--- src/rtl/alu_exec_stage.sv ---
// Registered ALU execute stage: add/sub, OR and set-less-than behind a single
// valid/ready pipeline register, with a sticky overflow flag.
module alu_exec_stage #(
   parameter int unsigned WIDTH = 32
) (
   input  logic             clk,
   input  logic             rst,
   input  logic             in_valid,
   output logic             in_ready,
   input  logic [WIDTH-1:0] a,
   input  logic [WIDTH-1:0] b,
   input  logic             sub_ctr,
   input  logic             ov_ctr,
   input  logic             sig_ctr,
   input  logic [1:0]       op_ctr,
   output logic             out_valid,
   input  logic             out_ready,
   output logic [WIDTH-1:0] result,
   output logic             zero,
   output logic             overflow,
   output logic             ov_sticky
);

   typedef enum logic [1:0] {
      OpAdd  = 2'b00,
      OpOr   = 2'b01,
      OpSlt  = 2'b10,
      OpRsvd = 2'b11
   } alu_op_e;

   logic             valid_q, valid_d;
   logic [WIDTH-1:0] result_q, result_d;
   logic             zero_q, zero_d;
   logic             ovf_q, ovf_d;
   logic             sticky_q, sticky_d;

   logic             accept;
   logic [WIDTH-1:0] bx;
   logic [WIDTH-1:0] sum;
   logic             cout;
   logic             sov;
   logic             less;
   logic [WIDTH-1:0] alu_res;
   logic             alu_ovf;

   assign in_ready = ~valid_q | out_ready;
   assign accept   = in_valid & in_ready;

   // Shared adder; subtraction is A + ~B + 1 with the carry-in taken from sub_ctr.
   assign bx          = sub_ctr ? ~b : b;
   assign {cout, sum} = {1'b0, a} + {1'b0, bx} + {{WIDTH{1'b0}}, sub_ctr};
   assign sov         = (a[WIDTH-1] == bx[WIDTH-1]) & (sum[WIDTH-1] != a[WIDTH-1]);
   assign less        = sig_ctr ? (sum[WIDTH-1] ^ sov) : ~cout;

   always_comb begin
      alu_res = '0;
      alu_ovf = 1'b0;
      unique case (alu_op_e'(op_ctr))
         OpAdd: begin
            alu_res = sum;
            alu_ovf = ov_ctr & sov;
         end
         OpOr:   alu_res = a | b;
         OpSlt:  alu_res = {{(WIDTH-1){1'b0}}, less};
         OpRsvd: alu_res = '0;
         default: alu_res = '0;
      endcase
   end

   // Output fields only load on accept, so unaccepted (possibly X) inputs never leak out.
   always_comb begin
      valid_d  = accept | (valid_q & ~out_ready);
      result_d = result_q;
      zero_d   = zero_q;
      ovf_d    = ovf_q;
      sticky_d = sticky_q;
      if (accept) begin
         result_d = alu_res;
         zero_d   = (alu_res == '0);
         ovf_d    = alu_ovf;
         sticky_d = sticky_q | alu_ovf;
      end
   end

   always_ff @(posedge clk) begin
      if (rst) begin
         valid_q  <= 1'b0;
         result_q <= '0;
         zero_q   <= 1'b1;
         ovf_q    <= 1'b0;
         sticky_q <= 1'b0;
      end else begin
         valid_q  <= valid_d;
         result_q <= result_d;
         zero_q   <= zero_d;
         ovf_q    <= ovf_d;
         sticky_q <= sticky_d;
      end
   end

   assign out_valid = valid_q;
   assign result    = result_q;
   assign zero      = zero_q;
   assign overflow  = ovf_q;
   assign ov_sticky = sticky_q;

endmodule
--- config.mk ---
export PLATFORM = sky130hd
export DESIGN_NAME = alu_exec_stage
export DESIGN_NICKNAME = d
export VERILOG_FILES = /design/src/rtl/alu_exec_stage.sv
export SDC_FILE = /design/constraint.sdc
export NUM_CORES = 1
export LEC_CHECK = 0
export CELL_PAD_IN_SITES_DETAIL_PLACEMENT = 0
export CELL_PAD_IN_SITES_GLOBAL_PLACEMENT = 2
export CORE_MARGIN = 2
export CORE_UTILIZATION = 30
export CTS_BUF_LIST = sky130_fd_sc_hd__clkbuf_4 sky130_fd_sc_hd__clkbuf_8
export DETAILED_ROUTE_END_ITERATION = 8
export PLACE_DENSITY_LB_ADDON = 0.1
export RECOVER_POWER = 50
export SLEW_MARGIN = 25
export SYNTH_ARGS = -nofsm -noshare
export SYNTH_HDL_FRONTEND = slang
export SYNTH_SLANG_ARGS = --single-unit
--- constraint.sdc ---
create_clock -name clk -period 9.95 [get_ports clk]
set_input_delay 1.99 -clock clk [delete_from_list [all_inputs] [get_ports clk]]
set_output_delay 1.99 -clock clk [all_outputs]
set_load 0.005 [all_outputs]
==> impl_metrics.ini, run 1 <==
[drt]
drc_violation_count_after_routing = 0
routed_wl_um = 16200
detailedRoute.firstIterationViolations = 260
drt-wirelength-per-cell_um = 19.0
detailedRoute.firstPassIterationCount = 5
post_drt_via_cell_ratio = 5.55
residual_antenna_violating_net_count_after_detailed_routing = 0
via_count = 4724

[clock_tree]
cts_inserted_buffers = 5
clkSlewWorstSetupHoldPaths_ns = 0.07
clockRootBuffer = sky130_fd_sc_hd__clkbuf_8
cts.path.max_buffers = 2
numClockSinks = 36
cts.repair.resized = 0
clock_insertion_delay_worst_skew_ns = 0.29
htree_num_levels = 2
tritoncts = done
post-cts-setup-buffers = 0
hold_buffers = 0

[die]
fp.dieArea_sq_um = 14900
core_area_sq_um = 13800
num_rows = 43
fp.dieW_um = 122
vert_die_dim_um = 122
initial_core_util_pct = 30.4
num_io_pins = 110

[power]
vdd_drop_max_v = 0.0000512
power-per-cell-area_nw_per_um2 = 110
power_leakage_nw = 2.29

[global_route]
grt_pass1_vias = 4555
grt-ovfl-total = 0
grt_pass1_wl_um = 24900
global_routing_usage_summed_across_all_routing_layers_pct = 21.6
pin_count_of_the_biggest_net_entering_global_routing = 36
grt_antenna_before_repair = 0

[timing]
min_period_ns = 5.93
worst_slew_margin_rel_pct = 1.31
unrepaired_setup_endpoints_after_global_routing = no
fmax_mhz = 169
final-max-slew-violation-count = 0
report.final.setup_viol = 0
worst-slew-pin-transition_ns = 1.48
setup_tns_ns = 0
period_utilization_pct = 59.6
skew_ns = 0.00484
final_hold_viol_count = 0

[yosys]
netlist_instances = 583
synth.yosys.seq_area_share_pct = 17.2
primary_flip_flop_cell_chosen_by_synthesis_mapping = sky130_fd_sc_hd__dfxtp_1
ys_async_sr_fraction_pct = 0
netlist_area_sq_um = 4180
yosysUniqueCellTypes = 74
yosys_register_bits = 36
synth_area_per_cell_sq_um = 7.18
syn-num-nets = 688
synth-warning-count = 0
number_of_enable_type_register_cells_in_the_synthesized_netlist = 0

[status]
status = complete, no violations

[place]
dpl.hpwl_um = 12900
place_area_sq_um = 5400
port_buffer_cells = 109
gp_routability_congestion = 0.865

[hold_path]
timing.hold.worst_path_depth = 2
min_path_type = reg2reg

[setup_path]
biggest_fanout_along_the_worst_timing_path = 32
crit_arrival_ns = 6.16
critical_path_required_ns = 10.18
critPathKind = in2reg
timing.reg2reg.worst_path_depth = 10
startpoint_type = input pin
endpoint_kind = flop

[finish]
area.growth.synth_to_final_pct = 31.2
layout-drive-gt1-share_pct = 5.81
antenna-diode-count = 0
stdcell_area_sq_um = 5490
finish.net_count = 775

[flow_run]
cap_violations = 0
[critical path, cell delays in order]
cell and delay [ns]:
sky130_fd_sc_hd__buf_2 0.80, sky130_fd_sc_hd__xor2_1 0.16, sky130_fd_sc_hd__ha_1 0.40, sky130_fd_sc_hd__a21oi_1 0.20, sky130_fd_sc_hd__o21ai_0 0.23, sky130_fd_sc_hd__a311oi_1 0.42
sky130_fd_sc_hd__nand2_1 0.20, sky130_fd_sc_hd__a211oi_1 0.52, sky130_fd_sc_hd__mux2i_1 0.29, sky130_fd_sc_hd__nand3_1 0.10, sky130_fd_sc_hd__nor4_1 0.25, sky130_fd_sc_hd__or4b_1 0.46
sky130_fd_sc_hd__o21ai_1 0.13
[metal layers]
metal | wire, um | global-route usage [%] | up-vias
met5 | 0 | 0 | -
met4 | 302 | 4.74 | 0
met3 | 839 | 2.43 | 21
met2 | 7270 | 35.9 | 156
met1 | 7750 | 29.9 | 2217
li1 | - | - | 2330
[layout by cell type, fill, tap and decap left out, types with 8 or more instances in the layout]
cell / instances
sky130_fd_sc_hd__nor2_1: 80
sky130_fd_sc_hd__clkdlybuf4s50_1: 73
sky130_fd_sc_hd__a21oi_1: 64
sky130_fd_sc_hd__nand2_1: 44
sky130_fd_sc_hd__dfxtp_1: 36
sky130_fd_sc_hd__xor2_1: 35
sky130_fd_sc_hd__o21ai_0: 35
sky130_fd_sc_hd__dlygate4sd3_1: 35
sky130_fd_sc_hd__ha_1: 31
sky130_fd_sc_hd__a21o_1: 18
sky130_fd_sc_hd__nor3_1: 16
sky130_fd_sc_hd__nand3_1: 15
sky130_fd_sc_hd__a211oi_1: 13
sky130_fd_sc_hd__xnor2_1: 11
sky130_fd_sc_hd__inv_1: 10
sky130_fd_sc_hd__nand4_1: 10
sky130_fd_sc_hd__and3_1: 9
sky130_fd_sc_hd__o21a_1: 8
[sequential cells by signal, summed over array words and instances (netlist names)]
signal and flops:
out_valid 1, zero 1, result 32, ov_sticky 1, overflow 1
[cell usage after synthesis (4+ instances only)]
| cell | number | area [sq um] |
|---|---|---|
| sky130_fd_sc_hd__o21ai_0 | 35 | 175 |
| sky130_fd_sc_hd__nand3_1 | 15 | 75.1 |
| sky130_fd_sc_hd__a31o_2 | 4 | 35.0 |
| sky130_fd_sc_hd__clkbuf_1 | 23 | 86.3 |
| sky130_fd_sc_hd__a211oi_1 | 13 | 97.6 |
| sky130_fd_sc_hd__o21a_1 | 8 | 60.1 |
| sky130_fd_sc_hd__a21boi_0 | 5 | 37.5 |
| sky130_fd_sc_hd__and2_1 | 5 | 31.3 |
| sky130_fd_sc_hd__buf_2 | 5 | 25.0 |
| sky130_fd_sc_hd__dfxtp_1 | 36 | 721 |
| sky130_fd_sc_hd__a31oi_1 | 4 | 25.0 |
| sky130_fd_sc_hd__nor2b_1 | 6 | 37.5 |
| sky130_fd_sc_hd__inv_1 | 10 | 37.5 |
| sky130_fd_sc_hd__xor2_1 | 35 | 307 |
| sky130_fd_sc_hd__and3_1 | 9 | 56.3 |
| sky130_fd_sc_hd__a21oi_1 | 64 | 320 |
| sky130_fd_sc_hd__o211ai_1 | 5 | 37.5 |
| sky130_fd_sc_hd__a311oi_1 | 4 | 35.0 |
| sky130_fd_sc_hd__a211o_1 | 6 | 52.6 |
| sky130_fd_sc_hd__nand4_1 | 10 | 62.6 |
| sky130_fd_sc_hd__ha_1 | 31 | 388 |
| sky130_fd_sc_hd__or3_1 | 6 | 37.5 |
| sky130_fd_sc_hd__nor2_1 | 80 | 300 |
| sky130_fd_sc_hd__mux2i_1 | 5 | 50.1 |
| sky130_fd_sc_hd__a21o_1 | 18 | 135 |
| sky130_fd_sc_hd__nor3_1 | 16 | 80.1 |
| sky130_fd_sc_hd__buf_1 | 5 | 18.8 |
| sky130_fd_sc_hd__xnor2_1 | 11 | 96.3 |
| sky130_fd_sc_hd__nand2_1 | 44 | 165 |
| sky130_fd_sc_hd__nor4_1 | 5 | 31.3 |
[path summary, 6_finish.rpt]
check                                from        end  slack (ns)
worst max-delay path              sub_ctr       zero        4.02
worst max register to register  out_valid       zero        7.32
worst min register to register  ov_sticky  ov_sticky        0.45
worst min-delay path            ov_sticky  ov_sticky        0.45
[layout make-up]
| cell class | instances | area (sq um) |
|---|---|---|
| sequential | 36 | 721 |
| clock buffer | 6 | 82.6 |
| inverter | 10 | 37.5 |
| fill | 1533 | 8280 |
| multi-input combinational | 502 | 3290 |
| clock inverter | 2 | 10.0 |
| tap | 180 | 225 |
| timing repair buffer | 115 | 1130 |
[through the flow]
step,power (mW),hold slack (ns),std cells,util [%],setup slack (ns)
final,0.606,0.449,851,39.9,4.02
after global placement,0.504,0.439,843,39.2,3.71
after CTS,0.612,0.456,851,39.9,4.00
after floorplan,0.379,0.442,583,-,4.53
after detailed placement,0.503,0.447,843,39.2,3.70
after global routing,0.649,0.476,851,39.9,3.69
[where the power goes]
part / total, mW / switching [mW] / internal (mW)
sequential: 0.161 / 0.00641 / 0.155
clock: 0.108 / 0.0528 / 0.0552
combinational: 0.337 / 0.193 / 0.144
[kinds of logic (layout without fill, tap and decap cells)]
kind of cell / Yosys count / in the layout / synth area share [%]
and+or+nand+nor: 215 / 215 / 24.7
DFF: 36 / 36 / 17.2
adders and majority gates: 32 / 32 / 9.75
xor gates and xnor gates: 46 / 46 / 9.63
muxes: 6 / 6 / 1.73
buffers and inverters: 45 / 133 / 4.25
AOI/OAI and AO/OA: 203 / 203 / 32.7
Power figures use the tool's default switching activity.
==> run 2, diff against run 1 <==
--- a/config.mk
+++ b/config.mk
@@ -8,7 +8,7 @@
 export CELL_PAD_IN_SITES_DETAIL_PLACEMENT = 0
 export CELL_PAD_IN_SITES_GLOBAL_PLACEMENT = 2
 export CORE_MARGIN = 2
-export CORE_UTILIZATION = 30
+export CORE_UTILIZATION = 25
 export CTS_BUF_LIST = sky130_fd_sc_hd__clkbuf_4 sky130_fd_sc_hd__clkbuf_8
 export DETAILED_ROUTE_END_ITERATION = 8
 export PLACE_DENSITY_LB_ADDON = 0.1
==> constraint.sdc (replaced) <==
create_clock -name clk -period 5.35 [get_ports clk]
set_input_delay 1.07 -clock clk [delete_from_list [all_inputs] [get_ports clk]]
set_output_delay 1.07 -clock clk [all_outputs]
set_load 0.005 [all_outputs]
==> impl_metrics.ini, run 2 (synthesis results as in run 1) <==
[die]
num_io_pins = 110
fp.dieW_um = 133
initial_core_util_pct = 25.4
fp.dieArea_sq_um = 17800
vert_die_dim_um = 133
num_rows = 47
core_area_sq_um = 16500

[power]
power-per-cell-area_nw_per_um2 = 216
cell_internal_pwr_mw = 0.725
share_of_power_burned_in_the_clock_network_pct = 21.8
power_leakage_nw = 2.32
pwr-share-comb_pct = 53.6
post-layout-total-power_mw = 1.21
total_switching_power_mw = 0.486
vdd_drop_max_v = 0.0000934
power.sequential.fraction_pct = 24.6
netSwitchingFraction_pct = 40.1

[timing]
hold-worst-slack_ns = 0.447
worst_slew_margin_rel_pct = 3.07
final_hold_viol_count = 0
min_period_ns = 4.87
fmax_mhz = 205
worst-slew-pin-transition_ns = 1.45
setup_tns_ns = 0
post-route-worst-setup-slack_ns = 0.478
report.final.setup_viol = 0
skew_ns = 0.00605
period_utilization_pct = 91.1
final-max-slew-violation-count = 0
unrepaired_setup_endpoints_after_global_routing = no

[flow_run]
cap_violations = 0

[clock_tree]
numClockSinks = 36
clock_insertion_delay_worst_skew_ns = 0.29
clockRootBuffer = sky130_fd_sc_hd__clkbuf_8
cts.path.max_buffers = 2
htree_num_levels = 2
cts_inserted_buffers = 5
cts.repair.resized = 0
post-cts-setup-buffers = 0
hold_buffers = 0
clkSlewWorstSetupHoldPaths_ns = 0.07
tritoncts = done

[setup_path]
crit_arrival_ns = 5.10
startpoint_type = input pin
biggest_fanout_along_the_worst_timing_path = 3
critPathKind = in2reg
critical_path_required_ns = 5.57
endpoint_kind = flop

[global_route]
global_routing_usage_summed_across_all_routing_layers_pct = 19.1
grt_pass1_wl_um = 26400
pin_count_of_the_biggest_net_entering_global_routing = 34
grt_pass1_vias = 4414
grt-ovfl-total = 0
grt_antenna_before_repair = 0

[finish]
layout-drive-gt1-share_pct = 6.09
area.growth.synth_to_final_pct = 33.9
instances_no_fill = 893
most-common-layout-cells = 80 x sky130_fd_sc_hd__nor2_1, 73 x sky130_fd_sc_hd__clkdlybuf4s50_1, 64 x sky130_fd_sc_hd__a21oi_1
layout_commonest_cell = sky130_fd_sc_hd__nor2_1
largest_register_ff_count = 32
stdcell_area_sq_um = 5600
antenna-diode-count = 0
layout.core_utilization_pct = 34.0
finish.net_count = 777

[place]
port_buffer_cells = 109
place_area_sq_um = 5480
place_ws_ns = 0.161
numPlacedInstances = 885
gp_routability_congestion = 0.873
dpl.hpwl_um = 14200

[drt]
detailedRoute.firstIterationViolations = 294
detailedRoute.firstPassIterationCount = 5
drt-wirelength-per-cell_um = 19.5
via_count = 4707
drc_violation_count_after_routing = 0
residual_antenna_violating_net_count_after_detailed_routing = 0
post_drt_via_cell_ratio = 5.27
routed_wl_um = 17400

[hold_path]
min_path_type = reg2reg

[status]
status = complete, no violations
run 2: worst max-delay path: stages:
cell and delay, ns:
sky130_fd_sc_hd__clkdlybuf4s50_1 0.50, sky130_fd_sc_hd__xor2_1 0.20, sky130_fd_sc_hd__inv_1 0.08, sky130_fd_sc_hd__fa_1 0.43, sky130_fd_sc_hd__nor2b_1 0.26, sky130_fd_sc_hd__o311a_1 0.22, sky130_fd_sc_hd__nor2_1 0.08, sky130_fd_sc_hd__o311ai_1 0.54
sky130_fd_sc_hd__xor2_1 0.23, sky130_fd_sc_hd__a211o_1 0.34, sky130_fd_sc_hd__nor4_1 0.36, sky130_fd_sc_hd__nand4_1 0.14, sky130_fd_sc_hd__or4b_1 0.49, sky130_fd_sc_hd__o21ai_1 0.13
run 2: cell type report:
type / instances / area, sq um
clock inverter: 1 / 30.0
clock buffer: 7 / 96.3
multi-input combinational: 502 / 3290
timing repair buffer: 117 / 1150
fill: 1793 / 10900
inverter: 10 / 37.5
tap: 220 / 275
sequential: 36 / 721
run 2: layer usage:
metal	part of all wire, %	global-route usage (%)
met5	0	0
met2	44	30.2
met3	5.2	1.94
met4	0.95	3.37
met1	50	28.3
run 2: power groups by stage:
stage | sequential, mW | clock, mW | combinational, mW
floorplan | 0.304 | 0 | 0.401
global placement | 0.305 | 0 | 0.649
detailed placement | 0.305 | 0 | 0.647
CTS | 0.299 | 0.271 | 0.651
global route | 0.300 | 0.284 | 0.708
finish | 0.298 | 0.263 | 0.649
run 2: final timing paths:
kind | from | to | slack, ns | cells past startpoint
min reg2reg | ov_sticky | ov_sticky | 0.45 | 2
max | b[1] | zero | 0.48 | 14
max reg2reg | out_valid | zero | 2.84 | 9
min | ov_sticky | ov_sticky | 0.45 | 2
==> run 3, diff against run 2 <==
--- a/config.mk
+++ b/config.mk
@@ -11,6 +11,7 @@
 export CORE_UTILIZATION = 25
 export CTS_BUF_LIST = sky130_fd_sc_hd__clkbuf_4 sky130_fd_sc_hd__clkbuf_8
 export DETAILED_ROUTE_END_ITERATION = 8
+export HOLD_SLACK_MARGIN = 0.12
 export PLACE_DENSITY_LB_ADDON = 0.1
 export RECOVER_POWER = 50
 export SLEW_MARGIN = 25
==> results of run 3 <==
Final layout, timing and power as in run 2 (identical DEF).
